### config.mk
export PLATFORM = sky130hd
export DESIGN_NAME = lcd_bus_receiver_flat
export DESIGN_NICKNAME = d
export VERILOG_FILES = /design/src/rtl/lcd_pkg.sv /design/src/rtl/lcd_bus_receiver_if.sv /design/src/rtl/lcd_sync.sv /design/src/rtl/lcd_bus_receiver.sv /design/src/flat_wrapper.sv
export SDC_FILE = /design/constraint.sdc
export NUM_CORES = 1
export LEC_CHECK = 0
export CAP_MARGIN = 20
export CORE_ASPECT_RATIO = 1.5
export CORE_MARGIN = 2
export CORE_UTILIZATION = 60
export DETAILED_ROUTE_END_ITERATION = 6
export PLACE_DENSITY = 0.76
export SYNTH_ARGS = -nofsm -noshare
export SYNTH_HDL_FRONTEND = slang
export SYNTH_SLANG_ARGS = --single-unit
### constraint.sdc
create_clock -name clock -period 2.95 [get_ports clock]
set_input_delay 0.295 -clock clock [delete_from_list [all_inputs] [get_ports clock]]
set_output_delay 0.295 -clock clock [all_outputs]
set_load 0.01 [all_outputs]
### src/rtl/lcd_pkg.sv
// ---------------------------------------------------------------------------
// lcd_pkg
// Shared constants and types for the HD44780-style bus receiver:
//   - opcode masks/values used by the instruction decoder
//   - DDRAM geometry (2 lines x 16 characters = 32 bytes)
//   - FSM state enum and the decoded-instruction enum
//   - lcd_decode(): highest-set-bit-first instruction classifier
// ---------------------------------------------------------------------------
package lcd_pkg;

  localparam int DDRAM_DEPTH = 32;
  localparam int DDRAM_AW    = 5;

  localparam logic [7:0] LCD_SPACE     = 8'h20;
  localparam logic [7:0] OP_CLEAR      = 8'h01;
  localparam logic [7:0] OP_HOME_MASK  = 8'hFE;
  localparam logic [7:0] OP_HOME       = 8'h02;
  localparam logic [7:0] OP_ENTRY_MASK = 8'hFC;
  localparam logic [7:0] OP_ENTRY      = 8'h04;
  localparam int         OP_DDRAM_BIT  = 7;

  typedef enum logic {
    ST_IDLE  = 1'b0,
    ST_CLEAR = 1'b1
  } lcd_state_e;

  typedef enum logic [2:0] {
    CMD_OTHER,
    CMD_SET_ADDR,
    CMD_ENTRY,
    CMD_HOME,
    CMD_CLEAR
  } lcd_cmd_e;

  // Masks encode "all higher bits zero", so checking in this order gives
  // highest-set-bit-first priority.
  function automatic lcd_cmd_e lcd_decode(input logic [7:0] op);
    lcd_cmd_e cmd;
    cmd = CMD_OTHER;
    if (op[OP_DDRAM_BIT])                          cmd = CMD_SET_ADDR;
    else if ((op & OP_ENTRY_MASK) == OP_ENTRY)     cmd = CMD_ENTRY;
    else if ((op & OP_HOME_MASK) == OP_HOME)       cmd = CMD_HOME;
    else if (op == OP_CLEAR)                       cmd = CMD_CLEAR;
    return cmd;
  endfunction

endpackage

### src/rtl/lcd_bus_receiver_if.sv
// ---------------------------------------------------------------------------
// lcd_bus_receiver_if
// HD44780-style parallel write bus.
//   RS       : 0 = instruction, 1 = data
//   RW       : 1 = read request (the receiver discards these)
//   enable_l : active-low enable; the transfer latches on its rising edge
//   bus      : instruction/data byte
// Handshake: there is no ready/back-pressure. The master holds RS/RW/bus
// stable while enable_l is low and across its rising edge; each 0->1 edge
// of enable_l is exactly one transfer. Flow control is by timing only
// (busy is advisory).
// Modports: master drives the bus, slave (the receiver) observes it.
// ---------------------------------------------------------------------------
interface lcd_bus_receiver_if;
  logic       RS;
  logic       RW;
  logic       enable_l;
  logic [7:0] bus;

  modport master (output RS, output RW, output enable_l, output bus);
  modport slave  (input  RS, input  RW, input  enable_l, input  bus);
endinterface

### src/rtl/lcd_sync.sv
// ---------------------------------------------------------------------------
// lcd_sync
// STAGES-deep flop synchronizer for a WIDTH-bit bundle. Reset loads
// RESET_VAL into every stage so the bus looks idle while in reset.
// Ports: clock, reset (sync, active-high), d_i (async bundle),
//        q_o (synchronized bundle, last stage).
// ---------------------------------------------------------------------------
module lcd_sync #(
  parameter int                 STAGES    = 2,
  parameter int                 WIDTH     = 11,
  parameter logic [WIDTH-1:0]   RESET_VAL = '0
) (
  input  logic             clock,
  input  logic             reset,
  input  logic [WIDTH-1:0] d_i,
  output logic [WIDTH-1:0] q_o
);

  logic [WIDTH-1:0] sync_q [STAGES];

  always_ff @(posedge clock) begin
    if (reset) begin
      for (int i = 0; i < STAGES; i++) sync_q[i] <= RESET_VAL;
    end else begin
      sync_q[0] <= d_i;
      for (int i = 1; i < STAGES; i++) sync_q[i] <= sync_q[i-1];
    end
  end

  assign q_o = sync_q[STAGES-1];

endmodule

### src/rtl/lcd_bus_receiver.sv
// ---------------------------------------------------------------------------
// lcd_bus_receiver
// Responder for the HD44780-style write bus. Synchronizes the bus, latches
// one transfer per rising edge of enable_l, and mirrors it into a 2x16 DDRAM
// model with cursor and entry-mode (I/D) state. Clear Display runs a 32-cycle
// walk writing spaces to every index.
// Ports:
//   clock, reset      : clock, synchronous active-high reset
//   lcd (slave)       : RS / RW / enable_l / bus
//   rd_addr, rd_data  : DDRAM read port, 1-cycle registered latency
//   cursor            : current DDRAM index
//   busy              : walk in progress (or busy window when enabled)
//   data_strobe       : 1-cycle pulse per accepted data write
//   cmd_strobe        : 1-cycle pulse per accepted instruction
//   violation         : sticky, transfer arrived while busy
//   state_dbg         : FSM state
// Build option: LCD_RX_BUSY_CHECK_EN compiles in the busy-window counters
// and the violation flag; without it violation is tied low.
// ---------------------------------------------------------------------------
module lcd_bus_receiver
  import lcd_pkg::*;
#(
  parameter int SYNC_STAGES       = 2,
  parameter int CMD_BUSY_CYCLES   = 40,
  parameter int CLEAR_BUSY_CYCLES = 1600
) (
  input  logic                  clock,
  input  logic                  reset,
  lcd_bus_receiver_if.slave     lcd,
  input  logic [DDRAM_AW-1:0]   rd_addr,
  output logic [7:0]            rd_data,
  output logic [DDRAM_AW-1:0]   cursor,
  output logic                  busy,
  output logic                  data_strobe,
  output logic                  cmd_strobe,
  output logic                  violation,
  output lcd_state_e            state_dbg
);

  if (SYNC_STAGES < 2 || CMD_BUSY_CYCLES < 1 || CLEAR_BUSY_CYCLES < 32) begin : g_param_check
    $error("lcd_bus_receiver: illegal parameter set");
  end

  // ---- input synchronizer: {enable_l, RS, RW, bus}, idle = enable_l high
  logic [10:0] sync_s;
  lcd_sync #(.STAGES(SYNC_STAGES), .WIDTH(11), .RESET_VAL(11'h400)) u_sync (
    .clock (clock),
    .reset (reset),
    .d_i   ({lcd.enable_l, lcd.RS, lcd.RW, lcd.bus}),
    .q_o   (sync_s)
  );

  // ---- edge capture: one register stage so the commit lands at k+SYNC_STAGES+1
  logic       en_prev_q, xfer_vld_q, rs_q, rw_q;
  logic [7:0] bus_q;

  always_ff @(posedge clock) begin
    if (reset) begin
      en_prev_q  <= 1'b1;
      xfer_vld_q <= 1'b0;
      rs_q       <= 1'b0;
      rw_q       <= 1'b0;
      bus_q      <= 8'h00;
    end else begin
      en_prev_q  <= sync_s[10];
      xfer_vld_q <= sync_s[10] & ~en_prev_q;
      rs_q       <= sync_s[9];
      rw_q       <= sync_s[8];
      bus_q      <= sync_s[7:0];
    end
  end

  // Read requests are discarded before they reach the FSM.
  logic xfer_go;
  assign xfer_go = xfer_vld_q & ~rw_q;

  // ---- FSM and architectural state
  lcd_state_e          state_q;
  logic [DDRAM_AW-1:0] walk_q, cursor_q;
  logic                id_q, data_stb_q, cmd_stb_q;
`ifdef LCD_RX_BUSY_CHECK_EN
  localparam int CNT_W = $clog2(CLEAR_BUSY_CYCLES + 1);
  logic [CNT_W-1:0] cnt_q;
  logic             viol_q;
`endif

  always_ff @(posedge clock) begin
    if (reset) begin
      state_q    <= ST_CLEAR;
      walk_q     <= '0;
      cursor_q   <= '0;
      id_q       <= 1'b1;
      data_stb_q <= 1'b0;
      cmd_stb_q  <= 1'b0;
`ifdef LCD_RX_BUSY_CHECK_EN
      cnt_q      <= '0;
      viol_q     <= 1'b0;
`endif
    end else begin
      data_stb_q <= 1'b0;
      cmd_stb_q  <= 1'b0;
`ifdef LCD_RX_BUSY_CHECK_EN
      if (cnt_q != '0) cnt_q <= cnt_q - 1'b1;
`endif
      case (state_q)
        ST_CLEAR: begin
          // Walk writes index walk_q this edge; leave after index 31.
          walk_q <= walk_q + 1'b1;
          if (walk_q == DDRAM_AW'(DDRAM_DEPTH - 1)) state_q <= ST_IDLE;
`ifdef LCD_RX_BUSY_CHECK_EN
          if (xfer_go) viol_q <= 1'b1;
`endif
        end
        default: begin
          if (xfer_go) begin
`ifdef LCD_RX_BUSY_CHECK_EN
            if (cnt_q != '0) viol_q <= 1'b1;
            cnt_q <= CNT_W'(CMD_BUSY_CYCLES);
`endif
            if (rs_q) begin
              data_stb_q <= 1'b1;
              cursor_q   <= id_q ? cursor_q + 1'b1 : cursor_q - 1'b1;
            end else begin
              cmd_stb_q <= 1'b1;
              case (lcd_decode(bus_q))
                CMD_SET_ADDR: cursor_q <= {bus_q[6], bus_q[3:0]};
                CMD_ENTRY:    id_q     <= bus_q[1];
                CMD_HOME:     cursor_q <= '0;
                CMD_CLEAR: begin
                  cursor_q <= '0;
                  id_q     <= 1'b1;
                  walk_q   <= '0;
                  state_q  <= ST_CLEAR;
`ifdef LCD_RX_BUSY_CHECK_EN
                  cnt_q    <= CNT_W'(CLEAR_BUSY_CYCLES);
`endif
                end
                default: ;
              endcase
            end
          end
        end
      endcase
    end
  end

  // ---- DDRAM: single write port (walk or data write, never both)
  logic [7:0]          mem_q [DDRAM_DEPTH];
  logic                mem_we;
  logic [DDRAM_AW-1:0] mem_wa;
  logic [7:0]          mem_wd;
  logic [7:0]          rd_data_q;

  always_comb begin
    mem_we = 1'b0;
    mem_wa = cursor_q;
    mem_wd = bus_q;
    if (!reset) begin
      if (state_q == ST_CLEAR) begin
        mem_we = 1'b1;
        mem_wa = walk_q;
        mem_wd = LCD_SPACE;
      end else if (xfer_go && rs_q) begin
        mem_we = 1'b1;
      end
    end
  end

  always_ff @(posedge clock) begin
    if (mem_we) mem_q[mem_wa] <= mem_wd;
  end

  // Same-edge read of a written index returns the old byte.
  always_ff @(posedge clock) begin
    if (reset) rd_data_q <= 8'h00;
    else       rd_data_q <= mem_q[rd_addr];
  end

  assign rd_data     = rd_data_q;
  assign cursor      = cursor_q;
  assign data_strobe = data_stb_q;
  assign cmd_strobe  = cmd_stb_q;
  assign state_dbg   = state_q;
`ifdef LCD_RX_BUSY_CHECK_EN
  assign busy        = (state_q == ST_CLEAR) || (cnt_q != '0);
  assign violation   = viol_q;
`else
  assign busy        = (state_q == ST_CLEAR);
  assign violation   = 1'b0;
`endif

endmodule

### src/flat_wrapper.sv
// flat-port wrapper written by rule: the top's interface ports become plain ports
module lcd_bus_receiver_flat import lcd_pkg::*;
#(
  parameter int SYNC_STAGES       = 2,
  parameter int CMD_BUSY_CYCLES   = 40,
  parameter int CLEAR_BUSY_CYCLES = 1600
)
  (clock, reset, rd_addr, rd_data, cursor, busy, data_strobe, cmd_strobe, violation, state_dbg, lcd_RS, lcd_RW, lcd_enable_l, lcd_bus);
  lcd_bus_receiver_if lcd_i ();
  input  logic clock;
  input  logic reset;
  input  logic [DDRAM_AW-1:0] rd_addr;
  output logic [7:0] rd_data;
  output logic [DDRAM_AW-1:0] cursor;
  output logic busy;
  output logic data_strobe;
  output logic cmd_strobe;
  output logic violation;
  output lcd_state_e state_dbg;
  input wire logic [$bits(lcd_i.RS)-1:0] lcd_RS;
  input wire logic [$bits(lcd_i.RW)-1:0] lcd_RW;
  input wire logic [$bits(lcd_i.enable_l)-1:0] lcd_enable_l;
  input wire logic [$bits(lcd_i.bus)-1:0] lcd_bus;
  assign lcd_i.RS = lcd_RS;
  assign lcd_i.RW = lcd_RW;
  assign lcd_i.enable_l = lcd_enable_l;
  assign lcd_i.bus = lcd_bus;
  lcd_bus_receiver #(.SYNC_STAGES(SYNC_STAGES), .CMD_BUSY_CYCLES(CMD_BUSY_CYCLES), .CLEAR_BUSY_CYCLES(CLEAR_BUSY_CYCLES)) u_core (.clock(clock), .reset(reset), .lcd(lcd_i), .rd_addr(rd_addr), .rd_data(rd_data), .cursor(cursor), .busy(busy), .data_strobe(data_strobe), .cmd_strobe(cmd_strobe), .violation(violation), .state_dbg(state_dbg));
endmodule
* Yosys cells after proc, flatten, opt, wreduce, memory -nomap -nowiden
Memory sizes are Yosys's and may differ from the RTL's. A register that Yosys moved wholly into a read port is not among the register bits.
Index checks and enable logic that the tools add are counted.
** Storage, ports and cells
- Flip-flop bits (word level) :: 26
- Memory bits (writable) :: 278
- Bits of input ports :: 18
- Output and inout bits :: 18
- Logic and storage cells :: 81
- Memories kept :: 2
** Operators by class
- $add $sub $neg :: 3
- Equal/unequal tests :: 9
- Muxes and demuxes :: 37
- Bitwise operators :: 9
- Reduce and logical (&&, ||, !) cells :: 10
** Memory list
- u_core.mem_q :: words 32, bits a word 8, read ports 1, clocked after memory_dff 1, wr ports 1, RTL line lcd_bus_receiver.sv:148 : logic [7:0] mem_q [DDRAM_DEPTH];
- u_core.u_sync.sync_q :: words 2, bits a word 11, read ports 2, clocked after memory_dff 0, wr ports 2, RTL line lcd_sync.sv:19 : logic [WIDTH-1:0] sync_q [STAGES];
** Operator list (count)
- $mux W5 :: 8
- $mux W3 :: 8
- $mux W11 :: 2
- $mux W8 :: 2
- $mux W1 :: 15
- $add A5 B1 Y5 const B :: 2
- $pmux W5 S2 :: 1
- $eq A8 B1 Y1 const B :: 1
- $eq A7 B1 Y1 const B :: 1
- $eq A3 B2 Y1 const B :: 2
- $eq A6 B1 Y1 const B :: 1
- $reduce_and A3 Y1 :: 2
- $reduce_bool A2 Y1 :: 3
- $eq A5 B5 Y1 const B :: 1
- $not A1 Y1 :: 5
- $sub A5 B1 Y5 const B :: 1
- $reduce_and A4 Y1 :: 1
- $eq A3 B1 Y1 const B :: 1
- $eq A3 B3 Y1 const B :: 1
- $reduce_bool A3 Y1 :: 1
- $reduce_or A3 Y1 :: 1
- $and A1 B1 Y1 :: 2
- $ne A2 B2 Y1 const B :: 1
- $or A1 B1 Y1 :: 2
- 3 further kinds :: 3

* Depth between registers and ports, before layout
- Word-level depth :: 14
- Gate-level depth with buffers :: 7
- Gate-level depth less buffers :: 7

* Modules after synthesis
Synthesis repeated with hierarchy kept, for this count alone.
** Second synthesis, totals
- Cell total of the unflattened synthesis :: 683
- Area, all modules :: 12226.7 µm²
** Modules (own cells, without submodules)
- lcd_bus_receiver :: instances 1, cells each 626, area an instance 11549.8 µm², seq. area each 8368.0 µm²
- lcd_sync :: instances 1, cells each 57, area an instance 676.9 µm², seq. area each 440.4 µm²

* Least setup slack after synthesis
No wires, ideal clock.
- Path kind :: register to register
- Start :: reg u_core.state_q (netlist: u_core.busy)
- End :: mem u_core.mem_q[11][0] (enable)
- Setup time :: 0.370 ns
- Arrival time :: 1.733 ns
- Required time :: 2.580 ns
- Setup slack :: 0.847 ns
- Cell stages (with the launch flop) :: 8
- Path buffers :: 2
- Period minus slack after synthesis :: 2.103 ns
- Cell sequence :: dfxtp_1 -> buf_2 -> nor2b_1 -> buf_2 -> nand3_1 -> o31ai_1 -> nand2_1 -> nor2_1
** On the way
- Word-level cells in the longest chain between the ends :: 4
- Elaborated cells between the ends (all ways) :: 6
- Those cells by class :: 6 x mux
** Ends and longest elaborated chain
- from (decl) :: RTL line lcd_bus_receiver.sv:78 : lcd_state_e state_q;
- from (signal assigned) :: RTL line lcd_bus_receiver.sv:89 : state_q <= ST_CLEAR;
- from (signal assigned) :: RTL line lcd_bus_receiver.sv:109 : if (walk_q == DDRAM_AW'(DDRAM_DEPTH - 1)) state_q <= ST_IDLE;
- from (signal assigned) :: RTL line lcd_bus_receiver.sv:133 : state_q <= ST_CLEAR;
- $mux W1 :: RTL line lcd_bus_receiver.sv:159 : if (state_q == ST_CLEAR) begin
- $mux W1 :: RTL line lcd_bus_receiver.sv:158 : if (!reset) begin
- $mux W1 :: RTL line lcd_bus_receiver.sv:170 : if (mem_we) mem_q[mem_wa] <= mem_wd;
- $mux W1 (not written as such) :: RTL line lcd_bus_receiver.sv:170
- to (decl) :: RTL line lcd_bus_receiver.sv:148
Several ways; a longest one is shown, not always the timed one.

* Final worst setup path
- Start :: reg u_core.rs_q
- End :: mem u_core.mem_q[12][3] (enable)
** On the way
- Word-level cells in the longest chain between the ends :: 6
** Ends and longest elaborated chain
- from (decl) :: RTL line lcd_bus_receiver.sv:54 : logic en_prev_q, xfer_vld_q, rs_q, rw_q;
- from (signal assigned) :: RTL line lcd_bus_receiver.sv:67 : rs_q <= sync_s[9];
- $logic_and A1 B1 Y1 :: RTL line lcd_bus_receiver.sv:163 : end else if (xfer_go && rs_q) begin
- $mux W1 :: RTL line lcd_bus_receiver.sv:163
- $mux W1 :: RTL line lcd_bus_receiver.sv:159
- $mux W1 :: RTL line lcd_bus_receiver.sv:158
- $mux W1 :: RTL line lcd_bus_receiver.sv:170
- $mux W1 (not written as such) :: RTL line lcd_bus_receiver.sv:170
No other way between the ends.

==> metrics <==
worst IR drop on VDD=around 880 uV; hold_sp=reset; CTS Root Cell=clkbuf_16; post-synth top area share=63.2%; # setup viols final=0; die area=about 0.021 mm^2; crit path capture type=flip-flop; placer congestion estimate=0.924; skew final=0.0107 ns; flop-to-flop setup slack=around 0.38 ns; worst r2r src=u_core.rs_q; overall die width=roughly 120 um; Synth warnings=0; post-synth design cell area=between 0.01 and 0.015 mm^2; main area contributors after synthesis=edfxtp_1, dfxtp_1, mux4_2; DP Cell Count=between 900 and 1,000; worst slew pin tran=between 1 and 1.5 ns; register area share after synthesis=between 70 and 80%; crit path kind=flip-flop to flip-flop; total leakage power=between 4 and 5 nW; core box area=roughly 0.020 mm^2; Post CTS Setup Buffer Count=0; antenna violations before repair=0; Design Area, Final=0.0138 mm^2; total CTS buffers=26; CP Max Fanout=11; final hold violations=0; Mapped Cells=around 670; Seq cells post-synth=312; hold path cells=2; worst-case reg-to-reg path depth=6; final core occ=69.7%; clk_lat worst skew=roughly 0.52 ns; die height=178 um; maximum clock rate=~0.4 GHz; Ports=36; Yosys cell types=51; Synth top cells by count=edfxtp_1, dfxtp_1, nor2_1, mux4_2, nor2b_1; Syn Nets=approximately 700; GRT overflow=0; Rel. slew slack=a little under a third; clk slew on worst S/H paths=~0.07 ns; H-tree Lvls=1; largest net degree at the start of global routing=57; port bufs=34; diode count=0; Hold WS=slightly above 0.05 ns; final WL=24,100 um; Fin Setup TNS=0 ns; gr usage total=23.2%; R2R Path End=u_core.mem_q[12][3]; via count=about 6,300; Initial DRT Pass Iterations=5; post-layout min period=about 2.6 ns; ys async rst share=0%; cts hold-fix bufs=0; Setup crit start kind=flip-flop; hpwl dp=around 16,000 um; Multi-input gate area=~0.0031 mm^2; max-cap violation count=0; ys flop type=edfxtp_1; register area=~0.0088 mm^2; post-place setup slack=0.429 ns; global-route wire length before repair=roughly 37,000 um; WP data required=about 3.2 ns; ratio of final minimum period to clock period=between 80 and 90%; Final Power=8.50 mW; Layout Nets=approximately 770; cell taking the most area after synthesis=edfxtp_1; site row count=63; # DRC=0; cell area power density=between 600 and 700 mW/mm^2; number of flops mapped to enable cells by yosys=around 260; mean post-synth cell area=approximately 18 um^2; Post-Place Cell Area=between 0.01 and 0.015 mm^2; drt wl/cell=~24 um; Setup WS post-layout=0.378 ns; Min-Delay Path Class=input port to flip-flop; Initial Util=between 60% and 70%; filler instances=between 1,000 and 1,500; Area growth, synth to finish=13.7%; CTS tree=yes; count leader, synth=edfxtp_1; Slew Limit Fails=0; outcome=complete, no violations; clk buf depth=3; post-route ant nets=0; RSZ-0062 raised after global routing=false; Via density=6.13; Clock Sinks=~310; post-route insts no fill=about 1,000; hold endpoint=u_core.walk_q[1]; vias in the first global route=6,534; share of cells above drive strength 1=around a fifth; post-CTS sizing=0; CP arrival=2.80 ns; DR iter-0 viols=between 700 and 800
[registers in the layout, summed over array words and instances (netlist names)]
register / flops
u_core.u_sync.sync_q: 22
u_core.walk_q: 5
u_core.busy: 1
u_core.en_prev_q: 1
u_core.cmd_strobe: 1
u_core.data_strobe: 1
u_core.xfer_vld_q: 1
u_core.id_q: 1
u_core.rw_q: 1
u_core.rs_q: 1
u_core.cursor: 5
u_core.mem_q: 256
u_core.bus_q: 8
u_core.rd_data: 8
[where the power goes]
| part | internal [mW] | switching [mW] |
|---|---|---|
| Clock | 1.88 | 1.44 |
| Combinational | 0.182 | 0.204 |
| Sequential | 4.77 | 0.0222 |
[metal layers]
metal	up-vias	global-route usage, %	wire length, um
met5	-	0	0
met3	58	3.04	1160
met2	243	43.1	13100
li1	2775	-	-
met1	3181	27.8	9030
met4	0	7.61	821
[how the worst max path moves through the flow]
| stage | cells after the start | end | slack [ns] | startpoint |
|---|---|---|---|---|
| floorplan | 7 | u_core.mem_q[11][0] | 0.85 | u_core.busy |
| global placement | 5 | u_core.mem_q[11][0] | 0.59 | reset |
| detailed placement | 6 | u_core.mem_q[12][1] | 0.43 | reset |
| CTS | 5 | u_core.mem_q[15][0] | 0.45 | u_core.rs_q |
| global route | 5 | u_core.mem_q[11][5] | 0.15 | u_core.rs_q |
| finish | 6 | u_core.mem_q[12][3] | 0.38 | u_core.rs_q |
[cells by family after synthesis]
logic type | share of synthesized area, %
flops | 72.4
buf+inv | 1.88
xor+xnor | 0.288
fa+ha+maj | 0.678
mux | 15.4
compound gates | 2.69
other cells | 0.0308
simple gates | 6.68
[critical path, stage by stage (launching register included)]
cell and delay, ns:
dfxtp_1 0.55, inv_1 0.20, or2_2 0.33, a21oi_1 0.30, o21ai_1 0.44, nor2_1 0.26
buf_4 0.20
[layout by cell type, fill, tap and decap left out, drive strengths merged, types with 3 or more instances in the layout]
cell | netlist | routed
nor2b | 36 | 36
or2 | 6 | 6
a22oi | 3 | 3
edfxtp | 256 | 256
o31ai | 4 | 4
nor3b | 4 | 4
dfxtp | 56 | 56
a21oi | 19 | 19
mux4 | 64 | 64
clkinv | 0 | 10
nand2 | 23 | 23
clkdlybuf4s50 | 0 | 30
nor2 | 46 | 46
o21ai | 5 | 5
mux2 | 9 | 9
a221o | 8 | 8
and2 | 7 | 7
inv | 7 | 8
nand3 | 7 | 7
nand2b | 3 | 3
nor3 | 12 | 12
ha | 5 | 5
mux2i | 24 | 24
clkbuf | 10 | 33
buf | 23 | 51
a31oi | 4 | 4
[layout make-up]
type	instances	area share, %
clock buffer	33	5.11
clock inverter	15	0.931
inverter	7	0.190
multi-input combinational	313	22.6
sequential	312	63.6
tap	260	2.35
timing repair buffer	81	5.15
(Power assumes the default switching activity.)
